**src/rtl/imm_gen_pipe.sv**
```systemverilog
// imm_gen_pipe -- pipelined immediate generator for the decode stage.
//
// Decodes the base immediate formats (I, S, B, U, J, including the OP-IMM /
// OP-IMM-32 shift-amount forms) from a 32-bit instruction word. Each result is
// sign-extended (shift amounts zero-extended) to XLEN and pushed into a
// 2-entry skid buffer with valid/ready handshakes on both sides.
//
// Optional feature, macro IMM_GEN_TARGET_EN: adds in_pc / out_target. For
// B, J and AUIPC the buffer also stores in_pc + imm (mod 2^XLEN); for all
// other formats out_target is 0. Without the macro, no adder or target
// storage exists.
//
// Ports:
//   clk, rst              core clock, synchronous active-high reset
//   in_valid / in_ready   upstream handshake; in_ready depends on state only
//   in_instr [31:0]       instruction word
//   in_pc [XLEN-1:0]      PC of in_instr (IMM_GEN_TARGET_EN only)
//   out_valid / out_ready downstream handshake on the buffer head
//   out_imm [XLEN-1:0]    extended immediate of the head entry
//   out_fmt [2:0]         0=NONE 1=I 2=S 3=B 4=U 5=J
//   out_illegal           opcode has no immediate format
//   out_target [XLEN-1:0] PC-relative target (IMM_GEN_TARGET_EN only)
// All data outputs read 0 whenever out_valid is 0 (including during rst).

module imm_gen_pipe #(
  parameter int XLEN = 64
) (
  input  logic            clk,
  input  logic            rst,
  input  logic            in_valid,
  output logic            in_ready,
  input  logic [31:0]     in_instr,
`ifdef IMM_GEN_TARGET_EN
  input  logic [XLEN-1:0] in_pc,
`endif
  output logic            out_valid,
  input  logic            out_ready,
  output logic [XLEN-1:0] out_imm,
  output logic [2:0]      out_fmt,
  output logic            out_illegal
`ifdef IMM_GEN_TARGET_EN
  ,
  output logic [XLEN-1:0] out_target
`endif
);

  localparam logic [2:0] FMT_NONE = 3'd0;
  localparam logic [2:0] FMT_I    = 3'd1;
  localparam logic [2:0] FMT_S    = 3'd2;
  localparam logic [2:0] FMT_B    = 3'd3;
  localparam logic [2:0] FMT_U    = 3'd4;
  localparam logic [2:0] FMT_J    = 3'd5;

  localparam logic [6:0] OPC_LOAD     = 7'b0000011;
  localparam logic [6:0] OPC_OPIMM    = 7'b0010011;
  localparam logic [6:0] OPC_AUIPC    = 7'b0010111;
  localparam logic [6:0] OPC_OPIMM32  = 7'b0011011;
  localparam logic [6:0] OPC_STORE    = 7'b0100011;
  localparam logic [6:0] OPC_LUI      = 7'b0110111;
  localparam logic [6:0] OPC_BRANCH   = 7'b1100011;
  localparam logic [6:0] OPC_JALR     = 7'b1100111;
  localparam logic [6:0] OPC_JAL      = 7'b1101111;

  // Reduce a 64-bit extended immediate to the datapath width.
  function automatic logic signed [XLEN-1:0] fit_xlen(input logic signed [63:0] v);
    return v[XLEN-1:0];
  endfunction

  // ---- stage p0: combinational format decode of the incoming word ----
  logic [6:0]         opc_p0;
  logic [2:0]         f3_p0;
  logic               is_shift_p0;
  logic signed [63:0] i64_p0, s64_p0, b64_p0, u64_p0, j64_p0, shamt64_p0, shamt32_p0;
  logic signed [63:0] imm64_p0;
  logic signed [XLEN-1:0] imm_p0;
  logic [2:0]         fmt_p0;
  logic               ill_p0;
  logic               vld_p0;

  assign opc_p0      = in_instr[6:0];
  assign f3_p0       = in_instr[14:12];
  assign is_shift_p0 = (f3_p0 == 3'b001) || (f3_p0 == 3'b101);

  assign i64_p0 = {{52{in_instr[31]}}, in_instr[31:20]};
  assign s64_p0 = {{52{in_instr[31]}}, in_instr[31:25], in_instr[11:7]};
  assign b64_p0 = {{51{in_instr[31]}}, in_instr[31], in_instr[7], in_instr[30:25],
                   in_instr[11:8], 1'b0};
  assign u64_p0 = {{32{in_instr[31]}}, in_instr[31:12], 12'b0};
  assign j64_p0 = {{43{in_instr[31]}}, in_instr[31], in_instr[19:12], in_instr[20],
                   in_instr[30:21], 1'b0};
  // RV64 OP-IMM shifts carry a 6-bit shamt; RV32 and OP-IMM-32 use 5 bits.
  assign shamt64_p0 = (XLEN == 64) ? {58'b0, in_instr[25:20]} : {59'b0, in_instr[24:20]};
  assign shamt32_p0 = {59'b0, in_instr[24:20]};

  always_comb begin
    fmt_p0   = FMT_NONE;
    ill_p0   = 1'b1;
    imm64_p0 = '0;
    case (opc_p0)
      OPC_LOAD, OPC_JALR: begin
        fmt_p0   = FMT_I;
        ill_p0   = 1'b0;
        imm64_p0 = i64_p0;
      end
      OPC_OPIMM: begin
        fmt_p0   = FMT_I;
        ill_p0   = 1'b0;
        imm64_p0 = is_shift_p0 ? shamt64_p0 : i64_p0;
      end
      OPC_OPIMM32: begin
        // Only an RV64 opcode; stays NONE/illegal on RV32.
        if (XLEN == 64) begin
          fmt_p0   = FMT_I;
          ill_p0   = 1'b0;
          imm64_p0 = is_shift_p0 ? shamt32_p0 : i64_p0;
        end
      end
      OPC_STORE: begin
        fmt_p0   = FMT_S;
        ill_p0   = 1'b0;
        imm64_p0 = s64_p0;
      end
      OPC_BRANCH: begin
        fmt_p0   = FMT_B;
        ill_p0   = 1'b0;
        imm64_p0 = b64_p0;
      end
      OPC_LUI, OPC_AUIPC: begin
        fmt_p0   = FMT_U;
        ill_p0   = 1'b0;
        imm64_p0 = u64_p0;
      end
      OPC_JAL: begin
        fmt_p0   = FMT_J;
        ill_p0   = 1'b0;
        imm64_p0 = j64_p0;
      end
      default: ;
    endcase
  end

  assign imm_p0 = fit_xlen(imm64_p0);

`ifdef IMM_GEN_TARGET_EN
  logic              is_rel_p0;
  logic [XLEN-1:0]   tgt_p0;
  assign is_rel_p0 = (fmt_p0 == FMT_B) || (fmt_p0 == FMT_J) || (opc_p0 == OPC_AUIPC);
  assign tgt_p0    = is_rel_p0 ? (in_pc + imm_p0) : '0;
`endif

  // ---- stage p1: 2-entry skid buffer ----
  logic [1:0]             count_p1;
  logic                   wr_ptr_p1, rd_ptr_p1;
  logic signed [XLEN-1:0] imm_p1 [2];
  logic [2:0]             fmt_p1 [2];
  logic                   ill_p1 [2];
`ifdef IMM_GEN_TARGET_EN
  logic [XLEN-1:0]        tgt_p1 [2];
`endif
  logic                   vld_p1;
  logic                   pop_p1;

  // in_ready is from registered state and rst only, never from out_ready.
  assign in_ready = !rst && (count_p1 != 2'd2);
  assign vld_p0   = in_valid && in_ready;
  assign vld_p1   = !rst && (count_p1 != 2'd0);
  assign pop_p1   = vld_p1 && out_ready;

  always_ff @(posedge clk) begin
    if (rst) begin
      count_p1  <= 2'd0;
      wr_ptr_p1 <= 1'b0;
      rd_ptr_p1 <= 1'b0;
    end else begin
      if (vld_p0) wr_ptr_p1 <= ~wr_ptr_p1;
      if (pop_p1) rd_ptr_p1 <= ~rd_ptr_p1;
      case ({vld_p0, pop_p1})
        2'b10:   count_p1 <= count_p1 + 2'd1;
        2'b01:   count_p1 <= count_p1 - 2'd1;
        default: count_p1 <= count_p1;
      endcase
    end
  end

  always_ff @(posedge clk) begin
    if (vld_p0) begin
      imm_p1[wr_ptr_p1] <= imm_p0;
      fmt_p1[wr_ptr_p1] <= fmt_p0;
      ill_p1[wr_ptr_p1] <= ill_p0;
`ifdef IMM_GEN_TARGET_EN
      tgt_p1[wr_ptr_p1] <= tgt_p0;
`endif
    end
  end

  // Data entries are not reset; the outputs are zeroed whenever the head is invalid.
  assign out_valid   = vld_p1;
  assign out_imm     = vld_p1 ? imm_p1[rd_ptr_p1] : '0;
  assign out_fmt     = vld_p1 ? fmt_p1[rd_ptr_p1] : FMT_NONE;
  assign out_illegal = vld_p1 ? ill_p1[rd_ptr_p1] : 1'b0;
`ifdef IMM_GEN_TARGET_EN
  assign out_target  = vld_p1 ? tgt_p1[rd_ptr_p1] : '0;
`endif

endmodule

```
**config.mk**
```make
export PLATFORM = sky130hd
export DESIGN_NAME = imm_gen_pipe
export DESIGN_NICKNAME = d
export VERILOG_FILES = /design/src/rtl/imm_gen_pipe.sv
export SDC_FILE = /design/constraint.sdc
export NUM_CORES = 1
export LEC_CHECK = 0
export CORE_ASPECT_RATIO = 0.5
export CORE_UTILIZATION = 44
export DETAILED_ROUTE_END_ITERATION = 12
export DONT_BUFFER_PORTS = 1
export GPL_ROUTABILITY_DRIVEN = 0
export GPL_TIMING_DRIVEN = 0
export RECOVER_POWER = 25
export SYNTH_ARGS = -nofsm -noshare
export SYNTH_HDL_FRONTEND = slang
export SYNTH_SLANG_ARGS = --single-unit
export TNS_END_PERCENT = 50
```
**constraint.sdc**
```tcl
create_clock -name clk -period 4 [get_ports clk]
set_input_delay 1 -clock clk [delete_from_list [all_inputs] [get_ports clk]]
set_output_delay 1 -clock clk [all_outputs]
set_load 0.01 [all_outputs]
```
==> results.sh, run 1 <==
export IMPL_status="complete, no violations"
export IMPL_fp_dieH_um=68.48
export IMPL_synth_edf_count=72
export IMPL_hold_viol=0
export IMPL_synth_simple_area_share=0.1651
export IMPL_synth_compound_area_frac=0.05566
export IMPL_antenna_found_initial=0
export IMPL_synth_top_family_by_area="simple AND/OR/NAND/NOR gates"
export IMPL_hold_path_class="reg2reg"
export IMPL_power_density_mw_per_mm2=480.0
export IMPL_yosysTopAreaCellShare=0.5560
export IMPL_grt_use_total=0.1925
export IMPL_synthFlopType="edfxtp_1"
export IMPL_cts_reportedPaths_clkPinSlew_ps=50
export IMPL_grt_pass1_vias=2282
export IMPL_die_area_mm2=0.009241
export IMPL_syn_to_final_growth_pct=11.36
export IMPL_cts_tree="yes"
export IMPL_r2r_setup_slack_ps=1620
export IMPL_wl_per_cell_um=18.11
export IMPL_antenna_cells=0
export IMPL_synth_fa_ha_area_frac=0.003218
export IMPL_grt_pass1_wl_um=12560
export IMPL_slew_headroom=0.1820
export IMPL_peakVddDrop_v=0.0002434
export IMPL_r2r_cells=4
export IMPL_cp_arrival_ps=2630
export IMPL_synthXorXnorAreaFrac=0.009009
export IMPL_synthArstFlopShare=0
export IMPL_cp_end_kind="primary output"
export IMPL_final_nets=365
export IMPL_drt_met1_wl_um=3439
export IMPL_slew_violations=0
export IMPL_finalPower_mw=2.079
export IMPL_rows=23
export IMPL_finalSetupViolCount=0
export IMPL_syn_num_nets=352
export IMPL_top_layer_used="met4"
export IMPL_pin_count=106
export IMPL_ys_seq_elements=77
export IMPL_route_met3_wl_um=733
export IMPL_regArea_mm2=0.002262
export IMPL_synth_cells=315
export IMPL_synthMuxAreaShare=0.09266
export IMPL_cts_setup_buffers=0
export IMPL_io_buffers=0
export IMPL_r2r_end="fmt_p1[0][2]"
export IMPL_worst_pin_slew_ps=1222
export IMPL_initial_core_util=0.4692
export IMPL_grt_ovfl_total=0
export IMPL_root_buffer="clkbuf_16"
export IMPL_ys_seq_area_frac=0.5817
export IMPL_setup_tns_ps=0
export IMPL_syn_area_mm2=0.003889
export IMPL_fin_area_mm2=0.004330
export IMPL_layout_min_cycle_time_ps=3634
export IMPL_wl_met2_um=3773
export IMPL_clk_latency_ps=330
export IMPL_dr_total_vias=2347
export IMPL_cts_htree_levels=3
export IMPL_critPathKind="in2out"
export IMPL_fillers=744
export IMPL_yosys_area_top_type="edfxtp_1"
export IMPL_core_area_mm2=0.008288
export IMPL_worstSetupEndpoint="out_imm[34]"
export IMPL_dr_first_iter_drc_count=131
export IMPL_yosys_warnings=0
export IMPL_drc=0
export IMPL_dpl_hpwl_um=5875
export IMPL_numCtsBuffers=9
export IMPL_p_leak_nw=1.602
export IMPL_dpl_cell_area_mm2=0.004086
export IMPL_syn_area_per_cell_um2=12.35
export IMPL_finalCritPeriodShare=0.9086
export IMPL_multi_input_area_mm2=0.001210
export IMPL_drive_above_1_share=0.2132
export IMPL_dr_pass1_iters=4
export IMPL_clk_path_buf_depth=2
export IMPL_rsz0062_at_grt="false"
export IMPL_crit_path_max_fanout=33
export IMPL_startpoint_type="primary input"
export IMPL_clock_sinks=77
export IMPL_reg2reg_from="count_p1[0]"
export IMPL_netlist_top_cells_area="edfxtp_1 56%, mux2i_1 9.3%, buf_4 6.6%"
export IMPL_drtAntennaViolNets=0
export IMPL_skew_ps=6.675
export IMPL_crit_start="rst"
export IMPL_maxCapViolCount=0
export IMPL_grt_max_degree=34
export IMPL_max_freq_ghz=0.2752
export IMPL_wl_um=8059
export IMPL_die_x_um=135.0
export IMPL_ys_types=50
export IMPL_viasPerCell=5.274
export IMPL_required_ps=3000
export IMPL_whs_ps=512.6
power breakdown:
group          internal, mW  switching, mW  total (mW)
clock                 0.609          0.316       0.925
combinational        0.0862          0.140       0.227
sequential            0.916         0.0111       0.927
cells in the mapped netlist (2+ instances only):
master / count
a21oi_1: 8
a22o_1: 4
and2_1: 3
buf_2: 5
buf_4: 34
buf_6: 4
clkbuf_1: 3
dfxtp_1: 5
edfxtp_1: 72
inv_1: 5
mux2i_1: 36
nand2_1: 22
nand2b_1: 2
nand3_1: 11
nand3_2: 13
nand4b_1: 2
nor2_1: 45
nor2b_1: 7
xnor2_1: 3
cells in the final DEF (no fill, tap or decap), types with 3 or more instances in the layout:
cell and instances:
a21oi_1 9, a22o_1 4, buf_2 4, buf_4 33, bufinv_16 3, clkbuf_1 9
clkbuf_16 9, dfxtp_1 5, edfxtp_1 72, inv_1 5, mux2i_1 36, nand2_1 22
nand3_1 17, nand3_2 7, nor2_1 44, nor2b_1 7, xnor2_1 3
sequential cells by signal (all words and copies together) (netlist names), named ones only:
signal	count
count_p1	2
fmt_p1	6
ill_p1	2
imm_p1	64
rd_ptr_p1	1
wr_ptr_p1	1
cells by family after synthesis:
| group | Yosys count |
|---|---|
| XOR/XNOR | 4 |
| AO/OA/AOI/OAI | 27 |
| AND/OR/NAND/NOR | 118 |
| flip-flops | 77 |
| buffers and inverters | 52 |
| multiplexers | 36 |
| adder cells (fa/ha/maj) | 1 |
layer usage:
layer,GRT usage,vias to the layer above
met5,0,-
met4,0.07303,0
met3,0.07556,9
met2,0.3177,94
met1,0.2319,1122
li1,-,1122
per-stage QoR:
step,instances,setup slack [ps],util
floorplan,315,374.7,-
global placement,427,-393.4,0.4864
detailed placement,429,-36.07,0.4931
global route,445,143.6,0.5225
CTS,445,325.9,0.5346
finish,445,365.7,0.5225
layout make-up:
cell class | count | area share
Timing Repair Buffer | 2 | 0.009246
Buffer | 47 | 0.07397
Clock buffer | 10 | 0.05288
Sequential cell | 77 | 0.5224
Tap cell | 112 | 0.03236
Multi-Input combinational cell | 186 | 0.2794
Clock inverter | 6 | 0.02543
Inverter | 5 | 0.004334
what timing repair did:
item	CTS	global route
setup endpoints to repair	32	0
gates resized for setup	1	0
hold buffers	0	0
worst max-delay path: stages:
cell	delay [ps]
clkbuf_1	160
o21bai_2	340
clkbuf_1	300
nor2_4	590
buf_4	230
worst min-delay path by stage:
stage                   start        end  slack (ps)  cells after the start
detailed placement  rd_ptr_p1  rd_ptr_p1         500                      2
global placement    rd_ptr_p1  rd_ptr_p1         500                      2
CTS                 rd_ptr_p1  rd_ptr_p1         520                      2
floorplan           rd_ptr_p1  flip-flop         480                      2
global route        rd_ptr_p1  flip-flop         580                      2
finish              rd_ptr_p1  rd_ptr_p1         510                      2
No activity file was read; power rests on OpenSTA's default activity.
==> run 2: changes to the inputs <==
- SKIP_LAST_GASP: not set -> 1
- SLEW_MARGIN: not set -> 0
==> results of run 2 <==
The final DEF is identical to that of run 1; final timing and power are the same.
